$ cat src/rtl/gpio_pin_change_irq.sv
// ---------------------------------------------------------------------------
// gpio_pin_change_irq
//
// Input side of a GPIO port. It synchronises the raw pin levels and debounces
// them, and it raises a level interrupt when a masked pin changes state.
// Software sees the clean levels through the PIN register and through pin_val.
//
// Register map (bus_addr):
//   0 PIN   RO   debounced pin levels (writes ignored)
//   1 MASK  RW   per-pin change enable
//   2 FLAG  W1C  per-pin change flag
//   3 CTRL  RW   bit0 = IE, other bits read 0
//
// Ports:
//   clk        system clock
//   rst        asynchronous, active-high reset
//   pin_in     raw external pin levels, asynchronous to clk
//   bus_addr   register select
//   bus_wdata  write data
//   bus_we     write strobe, one cycle per access
//   bus_re     read strobe, one cycle per access
//   bus_rdata  registered read data, held until the next read
//   pin_val    debounced pin levels
//   irq        interrupt request, CTRL.IE & |FLAG
// ---------------------------------------------------------------------------
module gpio_pin_change_irq #(
    parameter int WIDTH       = 8,
    parameter int SYNC_STAGES = 2,
    parameter int DEBOUNCE    = 4
) (
    input  logic             clk,
    input  logic             rst,
    input  logic [WIDTH-1:0] pin_in,
    input  logic [1:0]       bus_addr,
    input  logic [WIDTH-1:0] bus_wdata,
    input  logic             bus_we,
    input  logic             bus_re,
    output logic [WIDTH-1:0] bus_rdata,
    output logic [WIDTH-1:0] pin_val,
    output logic             irq
);

    localparam int            CW       = $clog2(DEBOUNCE + 1);
    localparam logic [CW-1:0] CNT_LAST = CW'(DEBOUNCE - 1);

    localparam logic [1:0] ADDR_PIN  = 2'd0;
    localparam logic [1:0] ADDR_MASK = 2'd1;
    localparam logic [1:0] ADDR_FLAG = 2'd2;
    localparam logic [1:0] ADDR_CTRL = 2'd3;

    logic [SYNC_STAGES-1:0][WIDTH-1:0] sync_q;
    logic [WIDTH-1:0]                  sync;

    logic [WIDTH-1:0]         deb_q, deb_d;
    logic [WIDTH-1:0][CW-1:0] cnt_q, cnt_d;
    logic [WIDTH-1:0]         chg;

    logic [WIDTH-1:0] mask_q, mask_d;
    logic [WIDTH-1:0] flag_q, flag_d;
    logic             ctrl_ie_q, ctrl_ie_d;
    logic [WIDTH-1:0] rdata_q, rdata_d;

    logic [WIDTH-1:0] flag_clr;
    logic [WIDTH-1:0] rd_sel;

    // Synchroniser chain. Stage 0 samples the asynchronous pins directly.
    always_ff @(posedge clk or posedge rst) begin
        if (rst) begin
            sync_q <= '0;
        end else begin
            sync_q[0] <= pin_in;
            for (int s = 1; s < SYNC_STAGES; s++) begin
                sync_q[s] <= sync_q[s-1];
            end
        end
    end

    assign sync = sync_q[SYNC_STAGES-1];

    // Debounce. A pin's synced level must differ from its accepted level for
    // DEBOUNCE consecutive cycles. The cycle that accepts the new level also
    // emits a one-cycle change pulse. Any cycle with the levels equal restarts
    // the count.
    always_comb begin
        deb_d = deb_q;
        cnt_d = '0;
        chg   = '0;
        for (int i = 0; i < WIDTH; i++) begin
            if (sync[i] != deb_q[i]) begin
                if (cnt_q[i] == CNT_LAST) begin
                    deb_d[i] = sync[i];
                    chg[i]   = 1'b1;
                end else begin
                    cnt_d[i] = cnt_q[i] + CW'(1);
                end
            end
        end
    end

    // Bus register next-state.
    always_comb begin
        mask_d    = mask_q;
        ctrl_ie_d = ctrl_ie_q;
        flag_clr  = '0;
        rdata_d   = rdata_q;

        if (bus_we) begin
            case (bus_addr)
                ADDR_MASK: mask_d    = bus_wdata;
                ADDR_FLAG: flag_clr  = bus_wdata;
                ADDR_CTRL: ctrl_ie_d = bus_wdata[0];
                default:   ;
            endcase
        end

        // The clear is applied before the set, so a new change on the same
        // edge as a clear wins and the flag stays up.
        flag_d = (flag_q & ~flag_clr) | (chg & mask_q);

        // The read captures the registers before this edge. A write in the
        // same cycle reads back the old value.
        case (bus_addr)
            ADDR_PIN:  rd_sel = deb_q;
            ADDR_MASK: rd_sel = mask_q;
            ADDR_FLAG: rd_sel = flag_q;
            default:   rd_sel = WIDTH'(ctrl_ie_q);
        endcase
        if (bus_re) begin
            rdata_d = rd_sel;
        end
    end

    always_ff @(posedge clk or posedge rst) begin
        if (rst) begin
            deb_q     <= '0;
            cnt_q     <= '0;
            mask_q    <= '0;
            flag_q    <= '0;
            ctrl_ie_q <= 1'b0;
            rdata_q   <= '0;
        end else begin
            deb_q     <= deb_d;
            cnt_q     <= cnt_d;
            mask_q    <= mask_d;
            flag_q    <= flag_d;
            ctrl_ie_q <= ctrl_ie_d;
            rdata_q   <= rdata_d;
        end
    end

    assign pin_val   = deb_q;
    assign bus_rdata = rdata_q;
    assign irq       = ctrl_ie_q & (|flag_q);

endmodule

$ cat config.mk
export PLATFORM = sky130hd
export DESIGN_NAME = gpio_pin_change_irq
export DESIGN_NICKNAME = d
export VERILOG_FILES = /design/src/rtl/gpio_pin_change_irq.sv
export SDC_FILE = /design/constraint.sdc
export NUM_CORES = 1
export LEC_CHECK = 0
export ABC_AREA = 1
export CORE_MARGIN = 2
export CORE_UTILIZATION = 57
export CTS_BUF_LIST = sky130_fd_sc_hd__clkbuf_2
export CTS_CLUSTER_SIZE = 28
export DETAILED_ROUTE_END_ITERATION = 10
export GPL_TIMING_DRIVEN = 0
export MAX_ROUTING_LAYER = met4
export PLACE_DENSITY = 0.82
export SYNTH_ARGS = -nofsm -noshare
export SYNTH_HDL_FRONTEND = slang
export SYNTH_SLANG_ARGS = --single-unit
export TNS_END_PERCENT = 5
$ cat constraint.sdc
create_clock -name clk -period 2.46 [get_ports clk]
set_input_delay 0.246 -clock clk [delete_from_list [all_inputs] [get_ports clk]]
set_output_delay 0.246 -clock clk [all_outputs]
set_load 0.03 [all_outputs]
Yosys cells after proc, flatten, opt, wreduce, memory -nomap -nowiden
Cells that the tools add are included.

Shift operators: 0. Equal/unequal tests: 19. Multiplexer cells: 35. Bitwise operators: 5. Add/sub/neg operators: 8. Multiply operators: 0. Reduce and logical (&&, ||, !) cells: 12. Div/mod/pow operators: 0. $lt $le $gt $ge: 0.

Operators by type and width (count): $mux W3 (16); $add A3 B1 Y3 const B (8); $eq A3 B2 Y1 const B (8); $pmux W8 S3 (1); $reduce_and A2 Y1 (10); $and A8 B8 Y8 (2); $mux W1 (16); $mux W8 (2); $ne A1 B1 Y1 (8); $not A8 Y8 (1); $or A8 B8 Y8 (1); $reduce_or A8 Y1 (1); $eq A2 B2 Y1 const B (2); $eq A2 B1 Y1 const B (1); $logic_not A2 Y1 (1); $and A1 B1 Y1 (1).

Latch bits: 0. Word-level logic and storage cells: 101. Memories kept: 0. RAM bits: 0. Register bits: 73. Input bits: 22. Output and inout bits: 17. Bits in read-only memories: 0.

Longest topological paths before layout
Gate-level depths: netlist (run 1).

Depth after elaboration: 6. Depth in mapped cells: 6. Mapped depth without buffers: 5.

Worst setup path after synthesis (run 1)
No wires, ideal clock.

Kind: register to output. Start point: register flag_q[0]. End point: output port irq. Path slack: 1.267 ns. Stages on the path, launching flop included: 5. Data arrival time: 0.947 ns. Buffers on the path: 0. Cells stage by stage: dfrtp_1 -> nor2_1 -> nand2_1 -> nor2_1 -> a21oi_1.

Cells in the longest elaborated chain, start to end: 2.

Ends and longest elaborated chain: start, declared (RTL line 59) `logic [WIDTH-1:0] flag_q, flag_d;`; start signal, assigned (RTL line 145) `flag_q <= flag_d;`; $reduce_or A8 Y1 (RTL line 153) `assign irq = ctrl_ie_q & (|flag_q);`; $and A1 B1 Y1 (RTL line 153); end, declared (RTL line 40) `output logic irq`.

No other way between the ends.

Final worst setup path (run 1)
Start point: register flag_q[2]. End point: output port irq.

Same word-level chain as after synthesis.

==> results of run 1 <==
## final timing paths
kind                       startpoint            to  slack (ps)  depth (start not counted)
min in group asynchronous         rst     sync_q[1]         250                          2
min                         pin_in[0]     sync_q[0]         140                          1
max in group asynchronous         rst  bus_rdata[2]        1660                          2
max reg2reg                 cnt_q[15]     cnt_q[15]        1410                          4
max                         flag_q[2]           irq         270                          5
min reg2reg                 sync_q[5]       sync[5]         370                          0
## worst register-to-register path: cells and delay by family (launching register included)
family | cells | cell delay, ps
fa+ha+maj | 1 | 200
buf+inv | 1 | 80
flops | 1 | 430
simple gates | 2 | 270
## registers in the layout, summed over array words and instances, names as in the netlist
name	count
bus_rdata	8
sync_q	8
flag_q	8
sync	8
mask_q	8
cnt_q	24
pin_val	8
ctrl_ie_q	1
## stage by stage
step | std cells | power (W) | TNS (ps) | hold slack (ps)
final | 437 | 0.00340 | 0 | 143
after global routing | 437 | 0.00366 | 0 | 111
after CTS | 437 | 0.00343 | 0 | 101
after detailed placement | 419 | 0.00290 | 0 | 336
after global placement | 419 | 0.00284 | -57390 | 332
after floorplan | 313 | 0.00248 | 0 | 277
## cells by family after synthesis
logic type / after synthesis / synth area share, %
buffers and inverters: 28 / 5.17
adders and majority gates: 8 / 3.26
and+or+nand+nor: 168 / 23.4
xor gates and xnor gates: 15 / 4.27
AOI/OAI and AO/OA: 21 / 4.52
DFF: 73 / 59.4
## final cells by class
cell class | count | area share (%)
clock inverters | 7 | 1.03
repair buffers | 38 | 10.5
inverters | 23 | 2.86
well taps | 70 | 2.41
plain buffers | 5 | 1.59
flip-flops and latches | 73 | 50.4
multi-input cells | 212 | 30.0
clock buffers | 9 | 1.24
## per-layer routing
| layer | wire length (µm) | GRT usage, % | vias up |
|---|---|---|---|
| met2 | 2740 | 34.4 | 55 |
| li1 | - | - | 1102 |
| met5 | 0 | - | - |
| met1 | 2610 | 29.0 | 1094 |
| met4 | 147 | 11.8 | 0 |
| met3 | 231 | 3.84 | 14 |
## cells in the mapped netlist
cell type and count:
sky130_fd_sc_hd__ha_1 8, sky130_fd_sc_hd__nand3_4 1, sky130_fd_sc_hd__clkinv_2 1, sky130_fd_sc_hd__nand2_1 89
sky130_fd_sc_hd__nand2_2 2, sky130_fd_sc_hd__buf_12 1, sky130_fd_sc_hd__xor2_1 7, sky130_fd_sc_hd__clkbuf_4 2
sky130_fd_sc_hd__buf_6 2, sky130_fd_sc_hd__o21ai_2 9, sky130_fd_sc_hd__o21ai_1 2, sky130_fd_sc_hd__nor2_4 1
sky130_fd_sc_hd__nand3_1 38, sky130_fd_sc_hd__inv_2 2, sky130_fd_sc_hd__nor2_1 27, sky130_fd_sc_hd__o21ai_0 8
sky130_fd_sc_hd__nor2_2 1, sky130_fd_sc_hd__inv_1 19, sky130_fd_sc_hd__dfrtp_1 73, sky130_fd_sc_hd__nor3_1 9
sky130_fd_sc_hd__xnor2_1 8, sky130_fd_sc_hd__a21oi_1 2, sky130_fd_sc_hd__bufinv_8 1
## power by group through the flow
stage	clock (W)	sequential [W]	combinational, W
after floorplan	0	0.00189	0.000588
after global placement	0	0.00176	0.00108
after detailed placement	0	0.00177	0.00113
after CTS	0.000550	0.00175	0.00113
after global routing	0.000593	0.00179	0.00128
final	0.000530	0.00175	0.00112
## what timing repair did
item | CTS | global route
hold buffers | 2 | 0
hold endpoints to repair | 10 | 0
setup endpoints to repair | 0 | 0
==> flow_results.xml, run 1 <==
<?xml version="1.0" encoding="UTF-8"?>
<metrics>
  <group name="sta">
    <metric name="timing.fmax" unit="GHz">0.457</metric>
    <metric name="rsz0062_at_grt" unit="">no</metric>
    <metric name="setup_viol" unit="">0</metric>
    <metric name="worst_pin_slew" unit="ps">864</metric>
    <metric name="relSlewSlack" unit="%">42.4</metric>
    <metric name="fin_ws" unit="ps">271</metric>
    <metric name="layout_worst_path_cycle_share" unit="%">89.0</metric>
    <metric name="post-route-min-period" unit="ps">2190</metric>
    <metric name="hold_viol" unit="">0</metric>
    <metric name="final.setup_skew" unit="ps">11.9</metric>
    <metric name="slew_viol_final" unit="">0</metric>
  </group>
  <group name="clocking">
    <metric name="clk-insertion-delay-late" unit="ps">510</metric>
    <metric name="post_cts.resized_instances" unit="">0</metric>
    <metric name="tritoncts" unit="">yes</metric>
    <metric name="cts_buffers" unit="">9</metric>
    <metric name="reg_clk_slew_reported_paths" unit="ps">200</metric>
    <metric name="h-tree-depth" unit="">3</metric>
    <metric name="cts_root_buffer" unit="">sky130_fd_sc_hd__clkbuf_2</metric>
    <metric name="cts-root-to-sink-buffers" unit="">2</metric>
    <metric name="clkSinkCount" unit="">73</metric>
    <metric name="postCtsSetupBuffers" unit="">0</metric>
  </group>
  <group name="drt">
    <metric name="routed-via-count" unit="">2265</metric>
    <metric name="initialDrtViolationCount" unit="">238</metric>
    <metric name="drt-wirelength-per-cell" unit="µm">13.1</metric>
    <metric name="drt_wl_total" unit="µm">5730</metric>
    <metric name="vias_per_cell" unit="">5.18</metric>
    <metric name="drt_pass1_iterations" unit="">4</metric>
    <metric name="residual_drc_count" unit="">0</metric>
    <metric name="route.antenna.remaining_nets" unit="">0</metric>
  </group>
  <group name="critical_path">
    <metric name="crit_arrival" unit="ps">1940</metric>
    <metric name="crit_path_frequent_cell" unit="">sky130_fd_sc_hd__nor2_1</metric>
    <metric name="crit_path_start_kind" unit="">flip-flop</metric>
    <metric name="worstPathMaxFanout" unit="">3</metric>
    <metric name="cp.required" unit="ps">2210</metric>
    <metric name="worst-setup-path-type" unit="">reg -&gt; out</metric>
    <metric name="slowest_delay" unit="ps">700</metric>
    <metric name="critical_path.cell_chain" unit="">nor2_1, nand2_1, nor2_1, a21oi_1, clkdlybuf4s50_1</metric>
    <metric name="crit_end_element" unit="">primary output</metric>
    <metric name="critical_path.n_buffers_inverters" unit="">1</metric>
    <metric name="family_of_cells_with_the_greatest_summed_delay_on_the_critical_path" unit="">buffers and inverters</metric>
    <metric name="slowest_stage" unit="">sky130_fd_sc_hd__clkdlybuf4s50_1</metric>
  </group>
  <group name="pwr">
    <metric name="share_seq_of_total_power" unit="%">51.4</metric>
    <metric name="clock_power_share" unit="%">15.6</metric>
    <metric name="powerDensity" unit="mW/mm²">937</metric>
    <metric name="net-switching-power" unit="W">0.00130</metric>
    <metric name="vdd_drop_max" unit="V">0.000530</metric>
    <metric name="power.combinational.fraction" unit="%">33.0</metric>
    <metric name="cellLeakagePower" unit="nW">1.79</metric>
    <metric name="sw_frac_of_total" unit="%">38.4</metric>
    <metric name="internal_power_summed_over_all_cells" unit="W">0.00210</metric>
  </group>
  <group name="synthesis">
    <metric name="synth-seq-cells" unit="">73</metric>
    <metric name="syn-instance-count" unit="">313</metric>
    <metric name="synth.cell_area" unit="mm²">0.00307</metric>
    <metric name="synth_top_cell_area_share" unit="%">59.4</metric>
    <metric name="synth_warnings" unit="">0</metric>
    <metric name="synthTopCellsByArea" unit="">sky130_fd_sc_hd__dfrtp_1, sky130_fd_sc_hd__nand2_1, sky130_fd_sc_hd__nand3_1, sky130_fd_sc_hd__nor2_1, sky130_fd_sc_hd__ha_1</metric>
    <metric name="syn-num-nets" unit="">343</metric>
    <metric name="syn_area_per_cell" unit="µm²">9.82</metric>
    <metric name="sequential_share_of_the_synthesized_area" unit="%">59.4</metric>
    <metric name="synthDistinctLibCells" unit="">23</metric>
    <metric name="synth.largest_area_cell" unit="">sky130_fd_sc_hd__dfrtp_1</metric>
  </group>
  <group name="placement">
    <metric name="dpl_cell_area" unit="mm²">0.00352</metric>
    <metric name="detailed_place_hpwl" unit="µm">3950</metric>
    <metric name="gpl.final_weighted_congestion" unit="">0.810</metric>
    <metric name="pre_cts_ws" unit="ps">837</metric>
    <metric name="numPortBuffers" unit="">36</metric>
  </group>
  <group name="die">
    <metric name="die_area" unit="mm²">0.00600</metric>
    <metric name="die-width" unit="µm">77.4</metric>
    <metric name="floorplan.initialDensity" unit="%">59.4</metric>
    <metric name="design.core.area" unit="mm²">0.00517</metric>
    <metric name="core.rowCount" unit="">26</metric>
    <metric name="die_h" unit="µm">77.4</metric>
    <metric name="pin_count" unit="">39</metric>
  </group>
  <group name="run">
    <metric name="maxCapViolations" unit="">0</metric>
  </group>
  <group name="min_path">
    <metric name="worstHoldPathType" unit="">in -&gt; reg</metric>
  </group>
  <group name="finish">
    <metric name="fill_cells" unit="">408</metric>
    <metric name="final_util" unit="%">70.1</metric>
    <metric name="most_used_cells_in_the_layout_excluding_fill_and_tap_cells" unit="">sky130_fd_sc_hd__nand2_1, sky130_fd_sc_hd__dfrtp_1, sky130_fd_sc_hd__nand3_1</metric>
    <metric name="layout_commonest_cell" unit="">sky130_fd_sc_hd__nand2_1</metric>
    <metric name="multi_input_area" unit="mm²">0.00109</metric>
    <metric name="area_growth_syn_to_layout" unit="%">18.0</metric>
    <metric name="sequential_cell_area" unit="mm²">0.00183</metric>
    <metric name="design_area" unit="mm²">0.00363</metric>
    <metric name="antenna-diode-count" unit="">0</metric>
    <metric name="layout-drive-gt1-share" unit="%">10.4</metric>
    <metric name="num-nets-final" unit="">392</metric>
  </group>
  <group name="global_routing">
    <metric name="grt_util_all_layers" unit="%">22.5</metric>
    <metric name="grt_start_max_net_pins" unit="">74</metric>
    <metric name="antenna_found_initial" unit="">0</metric>
    <metric name="globalRoute.totalOverflow" unit="">0</metric>
    <metric name="first_global_vias" unit="">2264</metric>
    <metric name="grt_pass1_wl" unit="µm">10200</metric>
  </group>
  <group name="status">
    <metric name="result_of_the_run" unit="">finished clean</metric>
  </group>
</metrics>
Note: power is estimated with default switching activity, not from simulation.
==> run 2: changes to the inputs <==
--- a/config.mk
+++ b/config.mk
@@ -14,6 +14,7 @@
 export GPL_TIMING_DRIVEN = 0
 export MAX_ROUTING_LAYER = met4
 export PLACE_DENSITY = 0.82
+export SLEW_MARGIN = 20
 export SYNTH_ARGS = -nofsm -noshare
 export SYNTH_HDL_FRONTEND = slang
 export SYNTH_SLANG_ARGS = --single-unit
==> run 2 against run 1 <==
Clock skew fell by 1.3 ps. First-iteration DRC count fell by 23%. Highest routed layer unchanged. Clock-buffer cell count did not move. Sequential power barely moved. Global-route usage barely moved.
==> flow_results.xml, run 2 (synthesis results as in run 1) <==
<?xml version="1.0" encoding="UTF-8"?>
<metrics>
  <group name="finish">
    <metric name="fill_cells" unit="">411</metric>
    <metric name="largest_register_ffs" unit="">24</metric>
    <metric name="area_growth_syn_to_layout" unit="%">20.4</metric>
    <metric name="num-nets-final" unit="">393</metric>
    <metric name="layout-drive-gt1-share" unit="%">10.6</metric>
    <metric name="top_register" unit="">cnt_q</metric>
    <metric name="multi_input_area" unit="mm²">0.00109</metric>
    <metric name="final_util" unit="%">71.6</metric>
    <metric name="layout_commonest_cell" unit="">sky130_fd_sc_hd__nand2_1</metric>
    <metric name="sequential_cell_area" unit="mm²">0.00183</metric>
    <metric name="most_used_cells_in_the_layout_excluding_fill_and_tap_cells" unit="">sky130_fd_sc_hd__nand2_1, sky130_fd_sc_hd__dfrtp_1, sky130_fd_sc_hd__nand3_1</metric>
    <metric name="antenna-diode-count" unit="">0</metric>
  </group>
  <group name="clocking">
    <metric name="cts_hold_fix_bufs" unit="">2</metric>
    <metric name="cts_root_buffer" unit="">sky130_fd_sc_hd__clkbuf_2</metric>
    <metric name="h-tree-depth" unit="">3</metric>
    <metric name="clk-insertion-delay-late" unit="ps">500</metric>
    <metric name="postCtsSetupBuffers" unit="">0</metric>
    <metric name="tritoncts" unit="">yes</metric>
    <metric name="cts-root-to-sink-buffers" unit="">2</metric>
    <metric name="post_cts.resized_instances" unit="">0</metric>
    <metric name="cts_buffers" unit="">9</metric>
    <metric name="clkSinkCount" unit="">73</metric>
    <metric name="reg_clk_slew_reported_paths" unit="ps">190</metric>
  </group>
  <group name="drt">
    <metric name="residual_drc_count" unit="">0</metric>
    <metric name="route.antenna.remaining_nets" unit="">0</metric>
    <metric name="vias_per_cell" unit="">5.17</metric>
    <metric name="drt_pass1_iterations" unit="">4</metric>
    <metric name="initialDrtViolationCount" unit="">183</metric>
    <metric name="drt_wl_total" unit="µm">5750</metric>
    <metric name="drt-wirelength-per-cell" unit="µm">13.1</metric>
    <metric name="routed-via-count" unit="">2263</metric>
  </group>
  <group name="placement">
    <metric name="gpl.final_weighted_congestion" unit="">0.810</metric>
    <metric name="numPortBuffers" unit="">36</metric>
    <metric name="detailed_place_hpwl" unit="µm">4010</metric>
    <metric name="pre_cts_ws" unit="ps">840</metric>
  </group>
  <group name="pwr">
    <metric name="share_seq_of_total_power" unit="%">48.5</metric>
    <metric name="vdd_drop_max" unit="V">0.000552</metric>
    <metric name="internal_power_summed_over_all_cells" unit="W">0.00231</metric>
    <metric name="finalPower" unit="W">0.00361</metric>
    <metric name="clock_power_share" unit="%">20.3</metric>
    <metric name="net-switching-power" unit="W">0.00130</metric>
    <metric name="power.combinational.fraction" unit="%">31.1</metric>
    <metric name="powerDensity" unit="mW/mm²">975</metric>
    <metric name="cellLeakagePower" unit="nW">1.82</metric>
    <metric name="sw_frac_of_total" unit="%">36.1</metric>
  </group>
  <group name="die">
    <metric name="die-width" unit="µm">77.4</metric>
    <metric name="die_h" unit="µm">77.4</metric>
    <metric name="floorplan.initialDensity" unit="%">59.4</metric>
    <metric name="design.core.area" unit="mm²">0.00517</metric>
    <metric name="core.rowCount" unit="">26</metric>
    <metric name="die_area" unit="mm²">0.00600</metric>
    <metric name="pin_count" unit="">39</metric>
  </group>
  <group name="critical_path">
    <metric name="crit_arrival" unit="ps">1950</metric>
    <metric name="cp.required" unit="ps">2210</metric>
    <metric name="crit_end_element" unit="">primary output</metric>
    <metric name="worst-setup-path-type" unit="">reg -&gt; out</metric>
    <metric name="worstPathMaxFanout" unit="">3</metric>
    <metric name="crit_path_start_kind" unit="">flip-flop</metric>
  </group>
  <group name="global_routing">
    <metric name="globalRoute.totalOverflow" unit="">0</metric>
    <metric name="first_global_vias" unit="">2244</metric>
    <metric name="globalRouteMet3Util" unit="%">4.30</metric>
    <metric name="grt_use_met1" unit="%">28.8</metric>
    <metric name="most_used_layer_global_route" unit="">met2</metric>
    <metric name="grt_start_max_net_pins" unit="">48</metric>
    <metric name="met2_usage" unit="%">34.5</metric>
    <metric name="grt_pass1_wl" unit="µm">10100</metric>
    <metric name="grt_util_all_layers" unit="%">22.4</metric>
    <metric name="antenna_found_initial" unit="">0</metric>
  </group>
  <group name="sta">
    <metric name="timing.fmax" unit="GHz">0.455</metric>
    <metric name="worst_pin_slew" unit="ps">386</metric>
    <metric name="rsz0062_at_grt" unit="">no</metric>
    <metric name="relSlewSlack" unit="%">74.2</metric>
    <metric name="fin_ws" unit="ps">261</metric>
    <metric name="final.setup_skew" unit="ps">10.6</metric>
    <metric name="hold_viol" unit="">0</metric>
    <metric name="total_negative_setup_slacks" unit="ps">0</metric>
    <metric name="setup_viol" unit="">0</metric>
    <metric name="slew_viol_final" unit="">0</metric>
    <metric name="post-route-min-period" unit="ps">2200</metric>
    <metric name="hold_ws" unit="ps">33.8</metric>
    <metric name="layout_worst_path_cycle_share" unit="%">89.4</metric>
  </group>
  <group name="run">
    <metric name="maxCapViolations" unit="">0</metric>
  </group>
  <group name="status">
    <metric name="result_of_the_run" unit="">finished clean</metric>
  </group>
  <group name="min_path">
    <metric name="worstHoldPathType" unit="">in -&gt; async</metric>
  </group>
</metrics>
==> run 2: final cells by class <==
cell class | count | area share, %
sequential | 73 | 49.3
multi-input combinational | 212 | 29.4
timing repair buffer | 39 | 11.0
inverter | 23 | 2.81
tap | 70 | 2.37
clock inverter | 7 | 2.30
buffer | 5 | 1.55
clock buffer | 9 | 1.22
==> run 2: through the flow <==
step,area (µm²),instances
2_1_floorplan,3070,313
3_3_place_gp,3520,419
3_5_place_dp,3550,420
4_1_cts,3700,438
5_1_grt,3700,438
6_report,3700,438
==> run 2: critical path, cell delays in order (launching register included) <==
cell and delay [ps]:
sky130_fd_sc_hd__dfrtp_1 440, sky130_fd_sc_hd__nor2_1 60, sky130_fd_sc_hd__nand2_1 60, sky130_fd_sc_hd__nor2_1 40, sky130_fd_sc_hd__a21oi_1 150, sky130_fd_sc_hd__clkdlybuf4s50_1 700
==> run 2: power by group through the flow <==
stage / Sequential (W) / Clock [W] / Combinational [W]
floorplan: 0.00189 / 0 / 0.000588
global placement: 0.00176 / 0 / 0.00108
detailed placement: 0.00177 / 0 / 0.00113
CTS: 0.00175 / 0.000755 / 0.00114
global route: 0.00179 / 0.000798 / 0.00128
finish: 0.00175 / 0.000734 / 0.00112
==> run 2: path summary, 6_finish.rpt <==
check / cells after the start / from / slack (ps) / to
setup / recovery: 5 / flag_q[2] / 260 / irq
hold / removal: 2 / rst / 30 / sync[0]
setup reg to reg: 5 / cnt_q[18] / 1410 / flag_q[6]
hold reg to reg: 0 / sync_q[6] / 380 / sync[6]
max in group asynchronous: 3 / rst / 1900 / mask_q[6]
min in group clk: 1 / pin_in[0] / 140 / sync_q[0]
==> run 2: metal layers <==
metal  vias up  share of wire [%]
met5         -                  0
met4         0                2.7
met3        14                5.6
met2        69                 48
met1      1080                 44
li1       1100                  -
==> run 3: changes to the inputs <==
--- a/config.mk
+++ b/config.mk
@@ -12,6 +12,7 @@
 export CTS_CLUSTER_SIZE = 28
 export DETAILED_ROUTE_END_ITERATION = 10
 export GPL_TIMING_DRIVEN = 0
+export HOLD_SLACK_MARGIN = 0.02
 export MAX_ROUTING_LAYER = met4
 export PLACE_DENSITY = 0.82
 export SLEW_MARGIN = 20
==> run 3 against run 2 <==
First-iteration DRC count rose by 16%. Clock power about the same. Sequential power about the same. Non-clock buffer count increased by 1. Core utilization rose by 0.19 points. Critical path depth did not move. Combinational power about the same. Sequential cell count did not move. Worst hold slack improved by 120 ps. Sequential share of layout area fell by 0.13 points. Clock skew is 1.3 ps higher. Register-to-register slack hardly changed.
==> flow_results.xml, run 3 (synthesis results as in run 1) <==
<?xml version="1.0" encoding="UTF-8"?>
<metrics>
  <group name="sta">
    <metric name="slew_viol_final" unit="">0</metric>
    <metric name="post-route-min-period" unit="ps">2180</metric>
    <metric name="final.setup_skew" unit="ps">11.8</metric>
    <metric name="setup_viol" unit="">0</metric>
    <metric name="hold_ws" unit="ps">154</metric>
    <metric name="rsz0062_at_grt" unit="">no</metric>
    <metric name="timing.fmax" unit="GHz">0.459</metric>
    <metric name="hold_viol" unit="">0</metric>
    <metric name="worst_pin_slew" unit="ps">379</metric>
    <metric name="layout_worst_path_cycle_share" unit="%">88.5</metric>
    <metric name="relSlewSlack" unit="%">74.7</metric>
  </group>
  <group name="critical_path">
    <metric name="crit_path_start_kind" unit="">flip-flop</metric>
    <metric name="slowest_delay" unit="ps">700</metric>
    <metric name="worstReg2RegStart" unit="">cnt_q[12]</metric>
    <metric name="ff2ff_path_depth" unit="">5</metric>
    <metric name="reg2reg_slack" unit="ps">1400</metric>
    <metric name="worstPathMaxFanout" unit="">3</metric>
    <metric name="family_of_cells_with_the_greatest_summed_delay_on_the_critical_path" unit="">buffers and inverters</metric>
    <metric name="worst-setup-path-type" unit="">reg -&gt; out</metric>
    <metric name="slowest_stage" unit="">sky130_fd_sc_hd__clkdlybuf4s50_1</metric>
    <metric name="cp.required" unit="ps">2210</metric>
    <metric name="r2r-end" unit="">flag_q[4]</metric>
    <metric name="crit_end_element" unit="">primary output</metric>
    <metric name="crit_path_frequent_cell" unit="">sky130_fd_sc_hd__nor2_1</metric>
    <metric name="crit_arrival" unit="ps">1930</metric>
    <metric name="critical_path.cell_chain" unit="">nor2_1, nand2_1, nor2_1, a21oi_1, clkdlybuf4s50_1</metric>
    <metric name="critical_path.n_buffers_inverters" unit="">1</metric>
  </group>
  <group name="drt">
    <metric name="drt_pass1_iterations" unit="">4</metric>
    <metric name="residual_drc_count" unit="">0</metric>
    <metric name="drt_wl_total" unit="µm">5720</metric>
    <metric name="initialDrtViolationCount" unit="">212</metric>
    <metric name="routed-via-count" unit="">2275</metric>
    <metric name="route.antenna.remaining_nets" unit="">0</metric>
    <metric name="vias_per_cell" unit="">5.18</metric>
    <metric name="drt-wirelength-per-cell" unit="µm">13.0</metric>
  </group>
  <group name="die">
    <metric name="design.core.area" unit="mm²">0.00517</metric>
    <metric name="die_h" unit="µm">77.4</metric>
    <metric name="floorplan.initialDensity" unit="%">59.4</metric>
    <metric name="pin_count" unit="">39</metric>
    <metric name="die_area" unit="mm²">0.00600</metric>
    <metric name="die-width" unit="µm">77.4</metric>
    <metric name="core.rowCount" unit="">26</metric>
  </group>
  <group name="status">
    <metric name="result_of_the_run" unit="">finished clean</metric>
  </group>
  <group name="placement">
    <metric name="gpl.final_weighted_congestion" unit="">0.810</metric>
    <metric name="numPlacedInstances" unit="">420</metric>
    <metric name="detailed_place_hpwl" unit="µm">4010</metric>
    <metric name="numPortBuffers" unit="">36</metric>
    <metric name="dpl_cell_area" unit="mm²">0.00355</metric>
  </group>
  <group name="finish">
    <metric name="antenna-diode-count" unit="">0</metric>
    <metric name="final_util" unit="%">71.8</metric>
    <metric name="layout-drive-gt1-share" unit="%">10.6</metric>
    <metric name="num-nets-final" unit="">394</metric>
    <metric name="design_area" unit="mm²">0.00371</metric>
    <metric name="area_growth_syn_to_layout" unit="%">20.8</metric>
    <metric name="top_register" unit="">cnt_q</metric>
    <metric name="largest_register_ffs" unit="">24</metric>
    <metric name="most_used_cells_in_the_layout_excluding_fill_and_tap_cells" unit="">sky130_fd_sc_hd__nand2_1, sky130_fd_sc_hd__dfrtp_1, sky130_fd_sc_hd__nand3_1</metric>
    <metric name="count_of_placed_standard_cells_in_the_final_layout_fillers_left_out" unit="">439</metric>
    <metric name="layout_commonest_cell" unit="">sky130_fd_sc_hd__nand2_1</metric>
  </group>
  <group name="clocking">
    <metric name="cts-root-to-sink-buffers" unit="">2</metric>
    <metric name="post_cts.resized_instances" unit="">0</metric>
    <metric name="clk-insertion-delay-late" unit="ps">490</metric>
    <metric name="cts_buffers" unit="">9</metric>
    <metric name="tritoncts" unit="">yes</metric>
    <metric name="postCtsSetupBuffers" unit="">0</metric>
    <metric name="clkSinkCount" unit="">73</metric>
    <metric name="reg_clk_slew_reported_paths" unit="ps">190</metric>
    <metric name="h-tree-depth" unit="">3</metric>
    <metric name="cts_hold_fix_bufs" unit="">3</metric>
    <metric name="cts_root_buffer" unit="">sky130_fd_sc_hd__clkbuf_2</metric>
  </group>
  <group name="pwr">
    <metric name="vdd_drop_max" unit="V">0.000550</metric>
    <metric name="cellLeakagePower" unit="nW">1.83</metric>
    <metric name="finalPower" unit="W">0.00361</metric>
    <metric name="powerDensity" unit="mW/mm²">973</metric>
  </group>
  <group name="run">
    <metric name="maxCapViolations" unit="">0</metric>
  </group>
  <group name="min_path">
    <metric name="whs_path_depth" unit="">1</metric>
    <metric name="worstHoldPathType" unit="">in -&gt; reg</metric>
    <metric name="hp-start" unit="">pin_in[0]</metric>
    <metric name="whs_endpoint" unit="">sync_q[0]</metric>
  </group>
  <group name="global_routing">
    <metric name="antenna_found_initial" unit="">0</metric>
    <metric name="grt_pass1_wl" unit="µm">10100</metric>
    <metric name="globalRoute.totalOverflow" unit="">0</metric>
    <metric name="grt_util_all_layers" unit="%">22.4</metric>
    <metric name="grt_start_max_net_pins" unit="">48</metric>
    <metric name="first_global_vias" unit="">2244</metric>
  </group>
</metrics>
## run 3: power by group
part | total (W) | leakage (nW) | internal [W] | switching [W]
Combinational | 0.00113 | 0.824 | 0.000487 | 0.000638
Clock | 0.000733 | 0.0768 | 0.000326 | 0.000406
Sequential | 0.00175 | 0.928 | 0.00149 | 0.000258
Total | 0.00361 | 1.83 | 0.00231 | 0.00130
## run 3: stage by stage
| step | setup TNS, ps | worst slack [ps] |
|---|---|---|
| after global routing | 0 | 110 |
| after floorplan | 0 | 361 |
| after global placement | -57390 | -789 |
| final | 0 | 283 |
| after detailed placement | 0 | 840 |
| after CTS | 0 | 244 |
## run 3: how the worst max path moves through the flow
stage,from,to,cells after the start
final,flag_q[2],irq,5
after global routing,flag_q[2],irq,5
after CTS,flag_q[2],irq,5
after detailed placement,flag_q[2],irq,5
after global placement,rst,cnt_q[17],2
after floorplan,rst,bus_rdata[0],1
## run 3: final cells by class
type	count	area, µm²
Fill cell	410	1460
Timing Repair Buffer	40	418
Clock inverter	7	85.1
Buffer	5	57.6
Tap cell	70	87.6
Clock buffer	9	45.0
Inverter	23	104
Multi-Input combinational cell	212	1090
Sequential cell	73	1830
## run 3: layer usage
| metal | share of wire [%] | vias to the layer above | track usage [%] |
|---|---|---|---|
| met3 | 6.2 | 12 | 4.30 |
| met2 | 48 | 71 | 34.5 |
| met4 | 2.3 | 0 | 11.3 |
| li1 | - | 1102 | - |
| met5 | 0 | - | - |
| met1 | 43 | 1090 | 28.8 |
